File: src/rtl/judge_arbiter_pkg.sv
// Shared game package: arbiter FSM codes, judgement codes, lockout default
// and the state codes of the main game controller.
package judge_arbiter_pkg;

    // Lockout after a wrong answer: 1 s at a 50 MHz system clock.
    localparam int unsigned LOCK_CYC_DEFAULT = 50_000_000;

    // Arbiter FSM states.
    localparam logic [1:0] ST_IDLE  = 2'd0;
    localparam logic [1:0] ST_ISSUE = 2'd1;
    localparam logic [1:0] ST_WAIT  = 2'd2;
    localparam logic [1:0] ST_DONE  = 2'd3;

    // Judgement codes, bit p set when player p answered correctly.
    localparam logic [1:0] JUDG_NONE = 2'b00;
    localparam logic [1:0] JUDG_P0   = 2'b01;
    localparam logic [1:0] JUDG_P1   = 2'b10;
    localparam logic [1:0] JUDG_DRAW = 2'b11;

    // Main game-controller states.
    localparam logic [2:0] GAME_ST_IDLE     = 3'd0;
    localparam logic [2:0] GAME_ST_QUESTION = 3'd1;
    localparam logic [2:0] GAME_ST_ANSWER   = 3'd2;
    localparam logic [2:0] GAME_ST_SCORE    = 3'd3;
    localparam logic [2:0] GAME_ST_OVER     = 3'd4;

    // One-hot grant vector for a player index.
    function automatic logic [1:0] player_onehot(input logic p);
        return p ? 2'b10 : 2'b01;
    endfunction

endpackage

File: src/rtl/judge_arbiter_lockout_timer.sv
// Per-player lockout timer: load starts a LOCK_CYC-cycle busy window,
// clr aborts it immediately.
module lockout_timer
    import judge_arbiter_pkg::*;
#(
    parameter int unsigned LOCK_CYC = LOCK_CYC_DEFAULT
) (
    input  logic clk,
    input  logic rst_n,
    input  logic clr,
    input  logic load,
    output logic busy
);

    localparam int unsigned CW = (LOCK_CYC > 1) ? $clog2(LOCK_CYC) : 1;
    localparam logic [CW-1:0] LOAD_VAL = CW'(LOCK_CYC - 1);

    logic [CW-1:0] count;

    // Count down from LOCK_CYC-1; busy drops in the cycle after count hits 0.
    always_ff @(posedge clk or negedge rst_n) begin
        if (!rst_n) begin
            count <= '0;
            busy  <= 1'b0;
        end else if (clr) begin
            count <= '0;
            busy  <= 1'b0;
        end else if (load) begin
            count <= LOAD_VAL;
            busy  <= 1'b1;
        end else if (busy) begin
            if (count == '0) begin
                busy <= 1'b0;
            end else begin
                count <= count - 1'b1;
            end
        end
    end

endmodule

File: src/rtl/judge_arbiter.sv
// Two-player answer arbiter: serialises player submissions onto one shared
// factor checker, locks out wrong answers and reports the judgement.
//
// Checker handshake: chk_start is a one-cycle launch pulse; gnt and chk_div
// are held unchanged from chk_start until the matching chk_done. chk_done
// (with chk_ok) is a one-cycle completion pulse, taken only while waiting
// for a verdict and ignored in every other state. There is no backpressure.
module judge_arbiter
    import judge_arbiter_pkg::*;
#(
    parameter int unsigned LOCK_CYC = LOCK_CYC_DEFAULT,
    parameter int unsigned W_ANS    = 8
) (
    input  logic             clk,
    input  logic             rst_n,
    input  logic             en,
    input  logic [1:0]       req,
    input  logic [W_ANS-1:0] ans0,
    input  logic [W_ANS-1:0] ans1,
    input  logic             chk_done,
    input  logic             chk_ok,
    output logic             chk_start,
    output logic [W_ANS-1:0] chk_div,
    output logic [1:0]       gnt,
    output logic [1:0]       judg,
    output logic [1:0]       wrong,
    output logic             busy,
    output logic [1:0]       dbg_state
);

    logic [1:0]       rst_sync;
    logic             run;
    logic             clr;
    logic [1:0]       state;
    logic [1:0]       pend;
    logic [1:0]       ok;
    logic [1:0]       ok_nx;
    logic             cur;
    logic             pair;
    logic             second;
    logic             rr;
    logic [W_ANS-1:0] ans0_q;
    logic [W_ANS-1:0] ans1_q;
    logic             owning;
    logic             done_evt;
    logic             more;
    logic             enter_done;
    logic [1:0]       accept;
    logic [1:0]       load;

    // Reset release is brought onto clk before the FSM may leave IDLE.
    always_ff @(posedge clk or negedge rst_n) begin
        if (!rst_n) begin
            rst_sync <= 2'b00;
        end else begin
            rst_sync <= {rst_sync[0], 1'b1};
        end
    end

    assign run = rst_sync[1];
    assign clr = !run || !en;

    // Verdict merged into the per-player ok flags for the current checker owner.
    always_comb begin
        ok_nx      = ok;
        ok_nx[cur] = chk_ok;
    end

    assign owning     = (state == ST_ISSUE) || (state == ST_WAIT);
    assign done_evt   = (state == ST_WAIT) && chk_done;
    assign more       = pair && !second;
    assign enter_done = done_evt && !more && (ok_nx != 2'b00);
    assign accept     = req & ~wrong & ~pend &
                        {2{en && (state != ST_DONE) && !enter_done}};

    // Arbitration FSM with pending, verdict and judgement bookkeeping.
    always_ff @(posedge clk or negedge rst_n) begin
        if (!rst_n) begin
            state  <= ST_IDLE;
            pend   <= 2'b00;
            ok     <= 2'b00;
            judg   <= JUDG_NONE;
            cur    <= 1'b0;
            pair   <= 1'b0;
            second <= 1'b0;
            rr     <= 1'b0;
        end else if (clr) begin
            state  <= ST_IDLE;
            pend   <= 2'b00;
            ok     <= 2'b00;
            judg   <= JUDG_NONE;
            cur    <= 1'b0;
            pair   <= 1'b0;
            second <= 1'b0;
        end else begin
            pend <= pend | accept;
            case (state)
                ST_IDLE: begin
                    if (pend != 2'b00) begin
                        ok     <= 2'b00;
                        second <= 1'b0;
                        state  <= ST_ISSUE;
                        if (pend == 2'b11) begin
                            cur  <= rr;
                            pair <= 1'b1;
                            rr   <= ~rr;
                        end else begin
                            cur  <= pend[1];
                            pair <= 1'b0;
                        end
                    end
                end
                ST_ISSUE: begin
                    state <= ST_WAIT;
                end
                ST_WAIT: begin
                    if (chk_done) begin
                        pend[cur] <= 1'b0;
                        ok        <= ok_nx;
                        if (more) begin
                            cur    <= ~cur;
                            second <= 1'b1;
                            state  <= ST_ISSUE;
                        end else if (ok_nx != 2'b00) begin
                            judg  <= ok_nx;
                            state <= ST_DONE;
                        end else begin
                            judg  <= JUDG_NONE;
                            state <= ST_IDLE;
                        end
                    end
                end
                ST_DONE: begin
                end
                default: begin
                    state <= ST_IDLE;
                end
            endcase
        end
    end

    // Answers are captured together with an accepted submission.
    always_ff @(posedge clk or negedge rst_n) begin
        if (!rst_n) begin
            ans0_q <= '0;
            ans1_q <= '0;
        end else begin
            if (accept[0]) ans0_q <= ans0;
            if (accept[1]) ans1_q <= ans1;
        end
    end

    assign load = {done_evt && !chk_ok && cur, done_evt && !chk_ok && !cur};

    lockout_timer #(.LOCK_CYC(LOCK_CYC)) u_lock0 (
        .clk   (clk),
        .rst_n (rst_n),
        .clr   (clr),
        .load  (load[0]),
        .busy  (wrong[0])
    );

    lockout_timer #(.LOCK_CYC(LOCK_CYC)) u_lock1 (
        .clk   (clk),
        .rst_n (rst_n),
        .clr   (clr),
        .load  (load[1]),
        .busy  (wrong[1])
    );

    assign chk_start = (state == ST_ISSUE);
    assign gnt       = owning ? player_onehot(cur) : 2'b00;
    assign chk_div   = owning ? (cur ? ans1_q : ans0_q) : '0;
    assign busy      = (state != ST_IDLE);
    assign dbg_state = state;

endmodule

File: config.mk
export PLATFORM = sky130hd
export DESIGN_NAME = judge_arbiter
export DESIGN_NICKNAME = d
export VERILOG_FILES = /design/src/rtl/judge_arbiter_pkg.sv /design/src/rtl/judge_arbiter_lockout_timer.sv /design/src/rtl/judge_arbiter.sv
export SDC_FILE = /design/constraint.sdc
export NUM_CORES = 1
export LEC_CHECK = 0
export CORE_MARGIN = 2
export CORE_UTILIZATION = 45
export CTS_CLUSTER_SIZE = 40
export DETAILED_ROUTE_END_ITERATION = 8
export PLACE_DENSITY = 0.67
export SYNTH_ARGS = -nofsm -noshare
export SYNTH_HDL_FRONTEND = slang
export SYNTH_SLANG_ARGS = --single-unit
File: constraint.sdc
create_clock -name clk -period 2.5 [get_ports clk]
set_clock_uncertainty 0.15 [all_clocks]
set_input_delay 0.25 -clock clk [delete_from_list [all_inputs] [get_ports clk]]
set_output_delay 0.25 -clock clk [all_outputs]
set_load 0.02 [all_outputs]
==> results.cfg, run 1 <==
[run_status]
outcome = finished with violations
violations = setup timing

[global_route]
grt_max_degree = 43
grt.overflow.total = 0
track_usage_pct = 20.7
antenna_found_initial = 0
grt_pass1_wl_mm = 18.6
grt_pass1_vias = 3935

[timing]
report.final.slew_viol_count = 0
post-route-period-util_pct = 109
period_needed_ps = 2730
setup_viol = 36
hold_viol = 0
fmax_mhz = 366
worst_slack_ps = -229
worstMarginPinSlew_ps = 624
max_slew_margin_pct = 58.4
rsz0062_at_grt = yes

[placed_design]
hpwlAfterDp_mm = 7.61
gp_congestion = 0.904
io_buffers = 40
placedInstanceArea_um2 = 5520
pre_cts_ws_ps = -236

[floorplanning]
die_x_um = 105
num_rows = 36
io_pins = 41
dieArea_um2 = 11000
core_um2 = 9820
start_util_pct = 46.6
fp.dieH_um = 105

[clocking]
ctsHtreeMaxLevel = 3
clkTransAtPathRegs_ps = 90
cts_buffers = 9
cts.sinks = 84
clock_latency_ps = 360
cts_tree = yes
clockBufferDepth = 2
clockRootBuffer = clkbuf_8

[final_layout]
nFillCells = 829
final_common_cell = dfrtp_1
num-nets-final = 596
syn_to_final_growth_pct = 34.7
n_antenna_cell = 0
layout_common_cells = dfrtp_1 (84), buf_4 (60), a21oi_1 (42), clkdlybuf4s50_1 (32), nand2_1 (19)
final_layout_size_suffix_gt1_share_pct = 29.2
final_cell_area_um2 = 6160

[logic_synthesis]
postSynthAreaPerCell_um2 = 9.86
synth_edf_count = 0
yosysSeqAreaShare_pct = 45.9
yosysTopAreaCellShare_pct = 45.9
synthesis.nets = 493
synth_ff_type = dfrtp_1
async_flop_share_pct = 100
ys_warn_count = 0
synth_seq_cells = 84
yosys.area.top_type = dfrtp_1
syn_area_um2 = 4580
syn_inst = 464
netlist_top_cells_area = dfrtp_1 (46%), a21oi_1 (5.3%), mux2_2 (4.4%), or4_1 (3.8%), mux2i_1 (3.7%)
synth.distinct_cells = 50

[worst_hold_path]
worst_hold_path_type = reg -> reg
holdPathStages = 0
hold_end = rst_sync[1]$_DFF_PN0_
worstHoldStart = rst_sync[0]$_DFF_PN0_

[drt]
firstDrtPassIters = 4
via_per_inst = 5.73
drtIter0Drc = 172
drc = 0
wl_per_cell_um = 16.2
via_count = 4040
ant_nets = 0
wl_mm = 11.4

[power_and_ir_drop]
power.density_nw_per_um2 = 437
leakage_nw = 2.70
ir_drop_mv = 0.321

[setup_path]
crit_type = reg -> reg
ff2ff_setup_slack_ps = -230
rr_endpoint = u_lock1.count[22]$_DFFE_PN0P_
path_max_fanout = 6
worstPathArrival_ps = 2870
cp-end-kind = flop
crit_path_start_kind = flop
critPathLaunch = u_lock1.count[13]$_DFFE_PN0P_
r2r_start = u_lock1.count[13]$_DFFE_PN0P_
r2r_cells = 6
required_ps = 2640

[flow_run]
drv_cap = 0
[worst max-delay path by stage]
stage	endpoint	slack [ps]	cells past startpoint
3_3_place_gp	u_lock1.count[22]$_DFFE_PN0P_	-170	6
5_1_grt	u_lock1.count[22]$_DFFE_PN0P_	-280	6
4_1_cts	u_lock1.count[25]$_DFFE_PN0P_	-210	5
2_1_floorplan	u_lock0.count[22]$_DFFE_PN0P_	-260	7
6_report	u_lock1.count[22]$_DFFE_PN0P_	-230	6
3_5_place_dp	u_lock1.count[22]$_DFFE_PN0P_	-240	6
[state kept, by name, indices dropped and copies added, names as in the netlist]
name	cells
judg	2
pend	2
pair	1
u_lock0.busy	1
u_lock1.busy	1
cur	1
dbg_state	2
ok	2
u_lock0.count	26
second	1
ans0_q	8
rst_sync	2
ans1_q	8
rr	1
u_lock1.count	26
[kinds of logic (layout without fill, tap and decap cells)]
family                     Yosys count  in the layout  synth area share [%]
muxes                               35             35                  8.15
DFF                                 84             84                  45.9
buffers and inverters               36            144                  3.39
and+or+nand+nor                    169            169                  21.9
AOI/OAI and AO/OA                  119            119                  16.2
xor gates and xnor gates            14             14                  2.68
other                                1              1                0.0820
adders and majority gates            6              6                  1.64
[worst max-delay path, cell delays in order (launching register included)]
cell     delay (ps)
dfrtp_1         390
or4_4           540
or4_4           570
buf_8           160
or4_4           410
or3_1           320
a21oi_1         120
[cell type report]
type / instances / area (um2) / share of cell area [%]
Clock buffer: 11 / 131 / 2.13
Multi-Input combinational cell: 344 / 2560 / 41.6
Timing Repair Buffer: 117 / 1110 / 17.9
Sequential cell: 84 / 2100 / 34.1
Inverter: 11 / 41.3 / 0.670
Clock inverter: 5 / 52.6 / 0.852
Tap cell: 133 / 166 / 2.70
[repair_timing]
action | 4_1_cts | 5_1_grt
resized for setup | 22 | 58
setup endpoints to repair | 49 | 51
pin swaps | 13 | 28
hold buffers | 1 | 0
endpoints found under the hold margin | 40 | 0
gates cloned | 0 | 4
setup buffers | 4 | 10
[power by group]
group / switching [mW] / internal [mW] / total (mW)
clock: 0.502 / 0.458 / 0.959
combinational: 0.152 / 0.152 / 0.304
sequential: 0.0267 / 1.41 / 1.43
total: 0.680 / 2.02 / 2.70
[cell usage after synthesis (5+ instances only)]
library cell	n
a21oi_1	48
a31oi_1	12
and3_1	6
clkbuf_1	18
dfrtp_1	84
ha_1	6
inv_1	11
mux2_2	18
mux2i_1	17
nand2_1	19
nand2b_1	5
nand3_1	10
nor2_1	18
nor2b_1	13
nor3_1	13
nor4_1	9
o21ai_0	16
o311ai_0	7
o31ai_1	22
or2_2	10
or3_1	22
or4_1	23
xnor2_1	5
xor2_1	9
[per-layer routing]
layer	global-route usage, %	share of wire, %	wire length, um
met1	27.3	46	5270
met2	34.1	49	5550
met3	4.37	4.4	503
met4	6.57	1.1	123
met5	0	0	0
[per-stage QoR]
step	setup TNS (ps)	util (%)	hold slack, ps	instances	power [mW]
2_1_floorplan	-1860	-	-196	464	1.61
3_3_place_gp	-2200	56.2	140	670	1.76
3_5_place_dp	-3920	56.2	144	670	1.76
4_1_cts	-1350	59.3	205	691	2.72
5_1_grt	-6080	62.8	219	705	2.80
6_report	-3400	62.8	204	705	2.70
No activity file was read; power rests on OpenSTA's default activity.
==> run 2, diff against run 1 <==
Settings changed: CTS_CLUSTER_DIAMETER from default to 200.
==> results of run 2 <==
Final layout, timing and power as in run 1 (identical DEF).
==> run 3, diff against run 2 <==
Settings changed: CAP_MARGIN from default to 20.
==> results of run 3 <==
Final layout, timing and power as in run 1 (identical DEF).
